**config.mk**
```make
export PLATFORM = sky130hd
export DESIGN_NAME = hazard_controller
export DESIGN_NICKNAME = d
export VERILOG_FILES = /design/src/rtl/hazard_controller.sv
export SDC_FILE = /design/constraint.sdc
export NUM_CORES = 1
export LEC_CHECK = 0
export CORE_UTILIZATION = 40
export CTS_CLUSTER_SIZE = 40
export DETAILED_ROUTE_END_ITERATION = 16
export GPL_TIMING_DRIVEN = 0
export HOLD_SLACK_MARGIN = 0.05
export PLACE_DENSITY = 0.85
export SYNTH_ARGS = -nofsm -noshare
export SYNTH_HDL_FRONTEND = slang
export SYNTH_SLANG_ARGS = --single-unit
```
**constraint.sdc**
```tcl
create_clock -name clk -period 3.1 [get_ports clk]
set_input_delay 0.62 -clock clk [delete_from_list [all_inputs] [get_ports clk]]
set_output_delay 0.62 -clock clk [all_outputs]
set_load 0.005 [all_outputs]
```
**src/rtl/hazard_controller.sv**
```systemverilog
// rtl/hazard_controller.sv - forwarding, stall, bubble and flush control for a 5-stage pipe
module hazard_controller #(
    parameter int REG_W    = 5,
    parameter int NUM_SRC  = 2,
    parameter int LOAD_LAT = 1,
    parameter int MC_LAT   = 4,
    parameter int CNT_W    = 16
) (
    input  logic                     clk,
    input  logic                     rst_n,
    input  logic [NUM_SRC*REG_W-1:0] IF_ID_rs,
    input  logic [NUM_SRC-1:0]       IF_ID_rsUsed,
    input  logic [NUM_SRC*REG_W-1:0] ID_EX_rs,
    input  logic [REG_W-1:0]         ID_EX_rd,
    input  logic                     regWrite_ID_EX,
    input  logic                     load_ID_EX,
    input  logic                     multiCycle_ID_EX,
    input  logic [REG_W-1:0]         EX_MEM_rd,
    input  logic [REG_W-1:0]         MEM_WB_rd,
    input  logic                     regWrite_EX_MEM,
    input  logic                     regWrite_MEM_WB,
    input  logic                     branchTaken_EX,
    input  logic                     memReady,
    output logic [2*NUM_SRC-1:0]     forwardOp,
    output logic                     stall_PC,
    output logic                     stall_IF_ID,
    output logic                     stall_ID_EX,
    output logic                     stall_EX_MEM,
    output logic                     bubble_ID_EX,
    output logic                     bubble_EX_MEM,
    output logic                     flush_IF_ID,
    output logic [CNT_W-1:0]         stallCycles
);

    localparam int MAX_LAT = (LOAD_LAT > MC_LAT) ? LOAD_LAT : MC_LAT;
    localparam int CW      = $clog2(MAX_LAT + 1);
    localparam bit MC_EN   = (MC_LAT > 1);
    localparam logic [CW-1:0] CNT_ONE   = CW'(1);
    localparam logic [CW-1:0] LOAD_INIT = CW'(LOAD_LAT - 1);
    localparam logic [CW-1:0] MC_INIT   = CW'((MC_LAT >= 2) ? MC_LAT - 2 : 0);

    typedef enum logic [1:0] {IDLE, LOAD_STALL, MC_BUSY, MC_LAST} state_t;

    state_t              state, state_next;
    logic [CW-1:0]       cnt, cnt_next;
    logic [CNT_W-1:0]    stall_count;
    logic [2*NUM_SRC-1:0] fwd;
    logic                rs_hit, load_use, mc_start;
    logic                s_pc, s_if_id, s_id_ex, s_ex_mem, b_id_ex, b_ex_mem, fl_if_id;

    always_comb begin
        fwd = '0;
        for (int i = 0; i < NUM_SRC; i++) begin
            if (regWrite_EX_MEM && (EX_MEM_rd != '0) && (EX_MEM_rd == ID_EX_rs[i*REG_W +: REG_W]))
                fwd[2*i +: 2] = 2'b01;
            else if (regWrite_MEM_WB && (MEM_WB_rd != '0) && (MEM_WB_rd == ID_EX_rs[i*REG_W +: REG_W]))
                fwd[2*i +: 2] = 2'b10;
        end
    end

    always_comb begin
        rs_hit = 1'b0;
        for (int i = 0; i < NUM_SRC; i++) begin
            if (IF_ID_rsUsed[i] && (IF_ID_rs[i*REG_W +: REG_W] == ID_EX_rd))
                rs_hit = 1'b1;
        end
    end

    assign load_use = load_ID_EX && regWrite_ID_EX && (ID_EX_rd != '0) && rs_hit;
    assign mc_start = MC_EN && multiCycle_ID_EX;

    // Memory freeze overrides everything and holds state; otherwise MC > branch > load-use.
    always_comb begin
        state_next = state;
        cnt_next   = cnt;
        s_pc       = 1'b0;
        s_if_id    = 1'b0;
        s_id_ex    = 1'b0;
        s_ex_mem   = 1'b0;
        b_id_ex    = 1'b0;
        b_ex_mem   = 1'b0;
        fl_if_id   = 1'b0;
        if (!memReady) begin
            s_pc     = 1'b1;
            s_if_id  = 1'b1;
            s_id_ex  = 1'b1;
            s_ex_mem = 1'b1;
        end else begin
            case (state)
                IDLE: begin
                    if (mc_start) begin
                        s_pc     = 1'b1;
                        s_if_id  = 1'b1;
                        s_id_ex  = 1'b1;
                        b_ex_mem = 1'b1;
                        if (MC_LAT == 2) begin
                            state_next = MC_LAST;
                        end else begin
                            state_next = MC_BUSY;
                            cnt_next   = MC_INIT;
                        end
                    end else if (branchTaken_EX) begin
                        fl_if_id = 1'b1;
                        b_id_ex  = 1'b1;
                    end else if (load_use) begin
                        s_pc    = 1'b1;
                        s_if_id = 1'b1;
                        b_id_ex = 1'b1;
                        if (LOAD_LAT > 1) begin
                            state_next = LOAD_STALL;
                            cnt_next   = LOAD_INIT;
                        end
                    end
                end
                LOAD_STALL: begin
                    if (branchTaken_EX) begin
                        fl_if_id   = 1'b1;
                        b_id_ex    = 1'b1;
                        state_next = IDLE;
                        cnt_next   = '0;
                    end else begin
                        s_pc     = 1'b1;
                        s_if_id  = 1'b1;
                        b_id_ex  = 1'b1;
                        cnt_next = cnt - CNT_ONE;
                        if (cnt == CNT_ONE)
                            state_next = IDLE;
                    end
                end
                MC_BUSY: begin
                    s_pc     = 1'b1;
                    s_if_id  = 1'b1;
                    s_id_ex  = 1'b1;
                    b_ex_mem = 1'b1;
                    cnt_next = cnt - CNT_ONE;
                    if (cnt == CNT_ONE)
                        state_next = MC_LAST;
                end
                MC_LAST: begin
                    state_next = IDLE;
                end
                default: begin
                    state_next = IDLE;
                end
            endcase
        end
    end

    always_ff @(posedge clk or negedge rst_n) begin
        if (!rst_n) begin
            state       <= IDLE;
            cnt         <= '0;
            stall_count <= '0;
        end else begin
            state <= state_next;
            cnt   <= cnt_next;
            if (s_pc && (stall_count != {CNT_W{1'b1}}))
                stall_count <= stall_count + CNT_W'(1);
        end
    end

    // Reset forces every control output low combinationally, not just after a clock.
    assign forwardOp     = rst_n ? fwd : '0;
    assign stall_PC      = rst_n & s_pc;
    assign stall_IF_ID   = rst_n & s_if_id;
    assign stall_ID_EX   = rst_n & s_id_ex;
    assign stall_EX_MEM  = rst_n & s_ex_mem;
    assign bubble_ID_EX  = rst_n & b_id_ex;
    assign bubble_EX_MEM = rst_n & b_ex_mem;
    assign flush_IF_ID   = rst_n & fl_if_id;
    assign stallCycles   = stall_count;

endmodule
```
After elaboration in Yosys (flattened, before gate mapping). Index checks and enable logic that the tools add are counted.

Memories: 0. RAM bits: 0. Bits in registers: 21. Input bits: 46. Word-level logic and storage cells: 78. Bits in read-only memories: 0. Bits in latches: 0. Output and inout port bits: 27.

Reductions and logical operators: 19. Equality and inequality tests: 14. Muxes and demuxes: 34. Div/mod/pow operators: 0. Multiply operators: 0. Shift operators: 0. $lt $le $gt $ge: 0. Bitwise operators: 6. $add $sub $neg: 2.

Operators by type and width (count): 5-bit == test (6); 1-bit 2-to-1 mux (17); 16-bit by 1-bit adder with 16-bit output (second input constant) (1); 2-bit 2-to-1 mux (8); 16-bit != test (second input constant) (1); 5-bit nonzero test (3); 1-bit logical AND (12); 3-bit case mux with 3 select lines (1); 2-bit case mux with 4 select lines (1); 1-bit bitwise AND (6); 3-bit 2-to-1 mux (2); 1-bit case mux with 2 select lines (3); 2-bit == test (second input constant) (2); 4-bit 2-to-1 mux (1); 2-bit != test (second input constant) (2); 4-bit AND reduction (1); 3-bit by 1-bit == test with 1-bit output (second input constant) (1); 3-bit != test (second input constant) (1); 1-bit case mux with 3 select lines (1); 3-bit AND reduction (1); 3-bit nonzero test (1); 3-bit by 1-bit subtractor with 3-bit output (second input constant) (1); 2-bit by 1-bit == test with 1-bit output (second input constant) (1); 2-bit zero test (1).

Depth between registers and ports, before layout. Gate-level depths: netlist of the first run.

Depth after elaboration: 11. Mapped depth: 8. Depth with buffers taken out: 8.

Least setup slack after synthesis of the first run. Ideal clock, no wire load.

Kind: input port to output port. Start: input port ID_EX_rd[1]. End: output port stall_PC. Data arrival time: 1.964 ns. Setup slack: 0.516 ns. Required time: 2.480 ns. Stages: 6. Path buffers: 2. Cells stage by stage: or3_1 o311a_4 a31oi_4 buf_6 nor2b_1 buf_4.

Longest elaborated chain between the ends: 11.

RTL lines: from (decl) (line 14) `input logic [REG_W-1:0] ID_EX_rd,`; 5-bit == test (line 64) `if (IF_ID_rsUsed[i] && (IF_ID_rs[i*REG_W +: REG_W] == ID_EX_rd))`; 1-bit logical AND (line 64); 1-bit 2-to-1 mux (2 in series) (line 64); 1-bit logical AND * (line 69) `assign load_use = load_ID_EX && regWrite_ID_EX && (ID_EX_rd != '0) && rs_hit;`; 1-bit 2-to-1 mux * (3 in series); 1-bit case mux with 3 select lines *; 1-bit 2-to-1 mux *; 1-bit bitwise AND *; to (decl) (line 25) `output logic stall_PC,`.

Mark *: on every way between the ends. The rest lies on a longest branch, timed or not.

Worst setup path after layout of the first run.
Start: input port MEM_WB_rd[1]. End: output port forwardOp[1].

Longest elaborated chain between the ends: 6.

RTL lines: from (decl) (line 19) `input logic [REG_W-1:0] MEM_WB_rd,`; 5-bit nonzero test (line 56) `else if (regWrite_MEM_WB && (MEM_WB_rd != '0) && (MEM_WB_rd == ID_EX_rs[i*REG_W +: REG_W]))`; 1-bit logical AND (line 56); 1-bit logical AND * (line 56); 2-bit 2-to-1 mux * (line 56); 2-bit 2-to-1 mux * (line 54) `if (regWrite_EX_MEM && (EX_MEM_rd != '0) && (EX_MEM_rd == ID_EX_rs[i*REG_W +: REG_W]))`; 4-bit 2-to-1 mux * (line 163) `assign forwardOp = rst_n ? fwd : '0;`; to (decl) (line 24) `output logic [2*NUM_SRC-1:0] forwardOp,`.

Marked as above.

==> reports/qor.yml, run 1 <==
skew_ns: 0.000811
cts_root_buffer: "clkbuf_8"
synth_compound_area_share_pct: 8.36
route.detailed.drc: 0
grt_pass1_wl_um: 6670
grt_pass1_vias: 1540
cts_tree: "built"
cpLargestDelayFamily: "simple AND/OR/NAND/NOR gates"
dr_total_vias: 1573
final.min_clock_period_ns: 3.04
place_area_mm2: 0.00244
synth_top_family_by_area: "simple AND/OR/NAND/NOR gates"
cp_cell_sequence: "clkdlybuf4s50_1, or4_1, o211ai_1, or4_1, nor4_1, dlygate4sd2_1"
area_growth_pct: 53.5
yosysWarnings: 0
wirelength_um: 4100
path_max_fanout: 3
wl_per_cell_um: 13.3
initial_core_util_pct: 41.5
vias_per_cell: 5.11
max_stage_delay_ns: 0.56
grt_use_total_pct: 19.9
hold_class: "in2async"
p_total_mw: 1.45
critPathBufInv: 2
crit_top_cell: "or4_1"
hold_slack_ns: 0.348
rsz0062_at_grt: "yes"
layout.cells.most_common: "clkdlybuf4s50_1"
die_y_um: 66.4
drive_above_1_share_pct: 12.4
synth-simple-area-share_pct: 26.3
worst_slew_pin_slew_ns: 0.574
cp_data_arrival_time_ns: 2.42
rows: 23
die_w_um: 66.4
yosys-mux-area-fraction_pct: 2.26
htree_num_levels: 1
synthXorXnorAreaFrac_pct: 23.2
cts_buffers: 3
vdd_ir_drop_max_v: 0.000481
synthCells: 177
post-route-period-util_pct: 98.1
drv_slew: 0
synth_fa_ha_area_share_pct: 5.28
dr.pass1.iters: 4
clock_sinks: 21
port_buffers: 72
leakagePower_nw: 1.11
worst-setup-path-type: "in2out"
p_per_area_mw_per_mm2: 568
hold_viol: 0
cap_violations: 0
ioPinCount: 73
synth-seq-cells: 21
num-fill-cells: 338
drt_iter0_markers: 33
final_nets: 312
dieArea_mm2: 0.00441
grt_overflow: 0
clock_path_buffers: 2
final_cell_area_mm2: 0.00255
setup_viol: 0
cp.depth: 6
startpoint_type: "input port"
r2r_cells: 8
max_clock_freq_mhz: 329
num_antenna_cells: 0
clk_latency_ns: 0.26
grt_antenna_before_repair: 0
status: "finished, final reports clean"
core_mm2: 0.00400
clk_pin_slew_ns: 0.07
synth_area_mm2: 0.00166
synth.distinct_cells: 39
synthesis.nets: 230
mostFrequentLayoutCells: "56 x clkdlybuf4s50_1, 28 x xor2_1, 21 x dfrtp_1"
cpMaxStageDelayCell: "or4_1"
relSlewSlack_pct: 61.7
endpoint_kind: "output pin"
synth_seq_area_share_pct: 31.7
syn_area_per_cell_um2: 9.38
required_ns: 2.48
hpwl_um: 3300
postRouteAntennaNets: 0
gp_congestion: 0.822
grt_start_max_net_pins: 29
-- state kept, by name, summed over array words and instances (netlist names) --
register     count
state            2
stallCycles     16
cnt              3
-- power breakdown --
part | internal, mW | switching, mW
clock network | 0.0895 | 0.0877
registers | 0.378 | 0.113
logic | 0.432 | 0.348
-- area by class of cell --
class	count	area, um^2	share of cell area, %
Buffer	3	26.3	1.03
Clock buffer	3	41.3	1.62
Clock inverter	1	5.00	0.196
Inverter	6	22.5	0.884
Multi-Input combinational cell	147	1120	43.8
Sequential cell	21	526	20.6
Tap cell	50	62.6	2.45
Timing Repair Buffer	77	749	29.4
-- what timing repair did --
item	CTS	global route
hold endpoints to repair	0	0
setup buffers	4	1
hold buffers	0	0
gates cloned	0	0
pin swaps	5	6
gates resized for setup	23	5
endpoints found under the setup margin	11	6
-- cells in the mapped netlist --
cell	count	area, um^2
xor2_1	28	245
dfrtp_1	21	526
nand2_1	16	60.1
xnor2_1	16	140
ha_1	7	87.6
nand3_1	7	35.0
nor2_1	7	26.3
nor4_1	7	43.8
inv_1	6	22.5
nand4_1	6	37.5
nor3_2	6	60.1
o21ai_0	6	30.0
nor3_1	5	25.0
or4_1	4	30.0
a21oi_1	3	15.0
nor2b_1	3	18.8
a21o_1	2	15.0
and2_1	2	12.5
and3_1	2	12.5
buf_4	2	15.0
nand2b_1	2	12.5
nor2_2	2	12.5
a21boi_0	1	7.51
a221oi_1	1	8.76
a31oi_1	1	6.26
a31oi_4	1	21.3
and4_1	1	8.76
buf_6	1	11.3
mux2_1	1	11.3
mux2_2	1	11.3
mux2_4	1	15.0
nor3b_1	1	7.51
nor3b_2	1	12.5
nor4b_1	1	8.76
o211ai_1	1	7.51
o22ai_1	1	6.26
o311a_4	1	21.3
or2_1	1	6.26
or3_1	1	6.26
-- kinds of logic after synthesis --
family,after synthesis
xor+xnor,44
buf+inv,9
flops,21
compound gates,18
fa+ha+maj,7
simple gates,75
mux,3
-- worst paths after layout --
| check | from | to | slack, ns |
|---|---|---|---|
| max | MEM_WB_rd[1] | forwardOp[1] | 0.06 |
| min | rst_n | stallCycles[13] | 0.35 |
| max reg2reg | state[0] | stallCycles[4] | 0.87 |
| min reg2reg | stallCycles[8] | stallCycles[8] | 0.48 |
| max in group asynchronous | rst_n | stallCycles[1] | 2.37 |
| min in group clk | stallCycles[8] | stallCycles[8] | 0.48 |
-- through the flow --
step	cells	TNS [ns]	setup WS [ns]	util, %
after floorplan	177	0	0.516	-
after global placement	299	-4.96	-1.02	61.1
after detailed placement	299	-5.20	-1.08	61.1
after CTS	307	0	0.00919	63.1
after global routing	308	-0.0907	-0.0561	63.7
final	308	0	0.0574	63.7
-- per-layer routing --
layer	wire (um)	GRT usage, %	vias to the layer above
li1	-	-	782
met3	377	5.17	6
met2	2060	37.0	66
met4	38	4.79	0
met1	1630	22.3	719
met5	0	0	-
Power figures use the tool's default switching activity.
==> inputs of run 2 (changes only) <==
CELL_PAD_IN_SITES_DETAIL_PLACEMENT = 1   (was unset)
CELL_PAD_IN_SITES_GLOBAL_PLACEMENT = 2   (was unset)
CORE_ASPECT_RATIO = 0.75   (was unset)
CORE_UTILIZATION = 24   (was 40)
PLACE_DENSITY = 0.88   (was 0.85)
==> run 2 against run 1 <==
The flow now finishes with violations (DRC). First-iteration DRC count up 45%. Non-clock buffer count fell by 2. Critical path depth unchanged. Sequential power rose by 1%. Global-route usage down 5.2 points. Die area rose by 64%. Hold slack worse by 0.091 ns. Register-to-register slack improved by 0.14 ns. Count of clock-buffer cells in the layout rose by 1. Wire length up 29%. Design area increased by 3.5%. Flip-flop and latch count unchanged.
==> reports/qor.yml, run 2 (same netlist as run 1, synthesis figures left out) <==
status: "finished with violations"
violations: "DRC"
setup_viol: 0
mostFrequentLayoutCells: "51 x clkdlybuf4s50_1, 28 x xor2_1, 21 x dfrtp_1"
worst_slew_pin_slew_ns: 0.410
r2r-start: "state[1]"
ctsHoldBuffers: 0
dp_slack_ns: -1.18
layout.cells.most_common: "clkdlybuf4s50_1"
relSlewSlack_pct: 72.5
largest_register_ffs: 16
clock_sinks: 21
dr_total_vias: 1587
drv_slew: 0
dp.cells: 330
num_antenna_cells: 0
skew_ns: 0.00479
wl_met1_um: 2450
area_growth_pct: 58.9
cts_root_buffer: "clkbuf_8"
highest_layer: "met4"
required_ns: 2.48
wl_per_cell_um: 15.7
clk_pin_slew_ns: 0.08
postLayoutCoreUtil_pct: 40.7
p_per_area_mw_per_mm2: 560
cts_buffers: 3
grt_use_total_pct: 14.7
combinationalPowerShare_pct: 54.1
fin_cells: 337
cts_tree: "built"
clk_latency_ns: 0.26
max_clock_freq_mhz: 335
num-fill-cells: 757
route.detailed.drc: 5
postRouteAntennaNets: 0
critPathCapture: "forwardOp[0]"
wirelength_um: 5290
postLayoutSetupSlackWorst_ns: 0.115
startpoint: "EX_MEM_rd[2]"
post-route-period-util_pct: 96.3
hold_viol: 0
worst-setup-path-type: "in2out"
setup_tns_ns: 0
drt_iter0_markers: 48
p_clk_share_pct: 12.3
vdd_ir_drop_max_v: 0.000202
ioPinCount: 73
hold_slack_ns: 0.257
vias_per_cell: 4.71
port_buffers: 72
wl_met2_um: 2570
cp_data_arrival_time_ns: 2.36
leakagePower_nw: 1.12
htree_num_levels: 1
endpoint_kind: "output pin"
p_int_mw: 0.904
rrSetupSlack_ns: 1.01
grt_pass1_wl_um: 8470
final_nets: 310
register_area_um2: 526
multiInputGateArea_mm2: 0.00118
r2r_cells: 8
hold_class: "in2async"
rsz0062_at_grt: "no"
dr.pass1.iters: 10
initial_core_util_pct: 25.6
die_y_um: 74.0
dr_wl_met3_um: 239
switching_share_pct: 38.8
clock_path_buffers: 2
path_max_fanout: 3
seq_power_share_pct: 33.5
r2r_end: "stallCycles[15]"
hpwl_um: 4200
drive_above_1_share_pct: 13.3
core_mm2: 0.00647
grt_overflow: 0
grt_pass1_vias: 1645
gp_congestion: 0.771
rows: 25
grt_start_max_net_pins: 29
grt_antenna_before_repair: 0
final.min_clock_period_ns: 2.98
die_w_um: 98.0
dieArea_mm2: 0.00726
p_sw_mw: 0.574
startpoint_type: "input port"
cap_violations: 0
==> run 2: power groups by stage <==
stage	logic [mW]	clock network (mW)	registers (mW)
finish	0.800	0.182	0.496
floorplan	0.406	0	0.479
CTS	0.805	0.190	0.498
global placement	0.742	0	0.497
detailed placement	0.766	0	0.501
global route	0.880	0.201	0.513
==> run 2: worst max-delay path, cell delays in order <==
cell and delay, ns:
dlygate4sd2_1 0.28, or4_4 0.54, o21ai_4 0.21, nor4_4 0.08, and2_1 0.17, clkdlybuf4s50_1 0.45
==> run 2: layout make-up <==
type	count	share of cell area, %
multi-input cells	147	44.8
repair buffers	75	27.7
flip-flops and latches	21	19.9
well taps	81	3.84
clock buffers	4	1.71
plain buffers	3	1.14
inverters	6	0.854
==> run 2: worst min-delay path by stage <==
stage,end,slack (ns),cells after the start
2_1_floorplan,cnt[0],0.32,0
4_1_cts,stallCycles[10],0.26,1
3_3_place_gp,stallCycles[8],0.48,1
3_5_place_dp,cnt[2],0.49,1
6_report,stallCycles[8],0.26,1
5_1_grt,stallCycles[14],0.27,1
==> run 2: metrics by stage <==
step | power, mW | instance area [um^2]
2_1_floorplan | 0.884 | 1660
3_3_place_gp | 1.24 | 2480
3_5_place_dp | 1.27 | 2480
4_1_cts | 1.49 | 2610
5_1_grt | 1.59 | 2640
6_report | 1.48 | 2640
==> run 2: timing repair <==
item / in CTS / in global routing
endpoints found under the hold margin: 0 / 0
pin swaps: 8 / 3
setup endpoints to repair: 11 / 4
resized for setup: 39 / 6
buffers inserted: 3 / 0
==> run 2: layer usage <==
layer | up-vias | track usage (%)
li1 | 778 | -
met1 | 776 | 19.4
met2 | 31 | 25.8
met3 | 2 | 2.82
met4 | 0 | 1.85
met5 | - | 0
==> inputs of run 3 (changes only) <==
CORE_MARGIN = 8   (was unset)
==> run 3 against run 2 <==
The flow now finishes without violations. Hold slack better by 0.022 ns. Power is 1.0% lower. Utilization shrank 2.3 points. Sequential share of layout area up 0.27 points. Cell count up 1.5%. Setup slack got worse by 0.0099 ns. Global-route usage fell by 4.7 points. Non-clock buffer count grew 2. Critical path type unchanged. Critical endpoint is now stall_PC. Largest cell class unchanged.
==> reports/qor.yml, run 3 (same netlist as run 1, synthesis figures left out) <==
postRouteAntennaNets: 0
path_max_fanout: 3
route.detailed.drc: 0
final.min_clock_period_ns: 2.99
grt_antenna_before_repair: 0
setup_viol: 0
grt_pass1_vias: 1673
wl_per_cell_um: 14.7
drive_above_1_share_pct: 12.4
grt_overflow: 0
grt_use_total_pct: 9.97
initial_core_util_pct: 24.5
clk_pin_slew_ns: 0.08
max_clock_freq_mhz: 334
combinationalPowerShare_pct: 53.9
final_nets: 312
place_area_mm2: 0.00249
grt_start_max_net_pins: 29
dp_slack_ns: -1.07
mostFrequentLayoutCells: "56 x clkdlybuf4s50_1, 28 x xor2_1, 21 x dfrtp_1"
leakagePower_nw: 1.10
vias_per_cell: 4.63
worst-setup-path-type: "in2out"
relSlewSlack_pct: 71.6
postLayoutSetupSlackWorst_ns: 0.105
htree_num_levels: 1
cts_tree: "built"
area_growth_pct: 56.7
post-route-period-util_pct: 96.6
drt_iter0_markers: 38
grt_pass1_wl_um: 8100
p_int_mw: 0.900
gp_congestion: 0.757
startpoint_type: "input port"
cts_buffers: 3
p_clk_share_pct: 12.5
rsz0062_at_grt: "no"
p_per_area_mw_per_mm2: 562
clk_latency_ns: 0.27
hold_viol: 0
rows: 26
seq_power_share_pct: 33.6
layout.cells.most_common: "clkdlybuf4s50_1"
die_w_um: 112
die_y_um: 88.0
required_ns: 2.48
cpMaxStageDelayCell: "or3_1"
clock_sinks: 21
ctsHoldBuffers: 0
hpwl_um: 4210
switching_share_pct: 38.5
drv_slew: 0
wirelength_um: 5040
final_cell_area_mm2: 0.00260
cp_cell_sequence: "dlygate4sd2_1, or3_1, o311a_4, a31oi_4, buf_6, nor2b_2, buf_4, dlygate4sd2_1"
dieArea_mm2: 0.00986
dr_total_vias: 1585
worst_slew_pin_slew_ns: 0.424
cts_root_buffer: "clkbuf_8"
skew_ns: 0.00796
crit_top_cell: "dlygate4sd2_1"
endpoint_kind: "output pin"
hold_class: "in2async"
core_mm2: 0.00677
num-fill-cells: 799
num_antenna_cells: 0
dr.pass1.iters: 4
hold_slack_ns: 0.280
p_sw_mw: 0.563
status: "finished, final reports clean"
vdd_ir_drop_max_v: 0.000298
largest_register_ffs: 16
cap_violations: 0
clock_path_buffers: 2
r2r_cells: 8
cp_data_arrival_time_ns: 2.37
port_buffers: 72
ioPinCount: 73
max_stage_delay_ns: 0.39
-- run 3: power groups by stage --
stage               logic (mW)  clock network (mW)  registers, mW
floorplan                0.406                   0          0.479
global placement         0.747                   0          0.494
CTS                      0.798               0.195          0.493
detailed placement       0.769                   0          0.498
finish                   0.789               0.183          0.491
global route             0.870               0.206          0.511
-- run 3: final timing paths --
kind	endpoint	from	slack (ns)
min reg2reg	stallCycles[8]	stallCycles[8]	0.49
max in group asynchronous	stallCycles[13]	rst_n	2.55
min in group clk	stallCycles[8]	stallCycles[8]	0.49
min	stallCycles[8]	rst_n	0.28
max reg2reg	stallCycles[10]	state[0]	0.88
max	stall_PC	ID_EX_rd[1]	0.11
-- run 3: area by class of cell --
type	instances	area [um^2]	area share, %
multi-input cells	147	1130	43.3
repair buffers	77	748	28.7
flip-flops and latches	21	526	20.2
well taps	84	105	4.04
clock buffers	3	41.3	1.59
plain buffers	3	26.3	1.01
inverters	6	22.5	0.865
clock inverters	1	7.51	0.288
-- run 3: metal layers --
metal | wire, um | track usage (%)
met1 | 2590 | 12.8
met5 | 0 | 0
met2 | 2080 | 16.1
met3 | 347 | 3.17
met4 | 34 | 2.20
-- run 3: critical path: cells and delay by family --
kind	cells	cell delay [ns]
and+or+nand+nor	2	0.42
buffers and inverters	4	0.77
AOI/OAI and AO/OA	2	0.54
-- run 3: metrics by stage --
stage	instances	power [mW]	utilization, %	TNS, ns
2_1_floorplan	177	0.884	-	0
3_3_place_gp	333	1.24	36.7	-5.47
3_5_place_dp	333	1.27	36.7	-5.32
4_1_cts	342	1.49	38.2	0
5_1_grt	342	1.59	38.5	0
6_report	342	1.46	38.5	0
-- run 3: what timing repair did --
item	in CTS	in global routing
endpoints found under the hold margin	0	0
buffers inserted	5	0
setup endpoints to repair	11	4
pin swaps	8	5
gates resized for setup	25	5
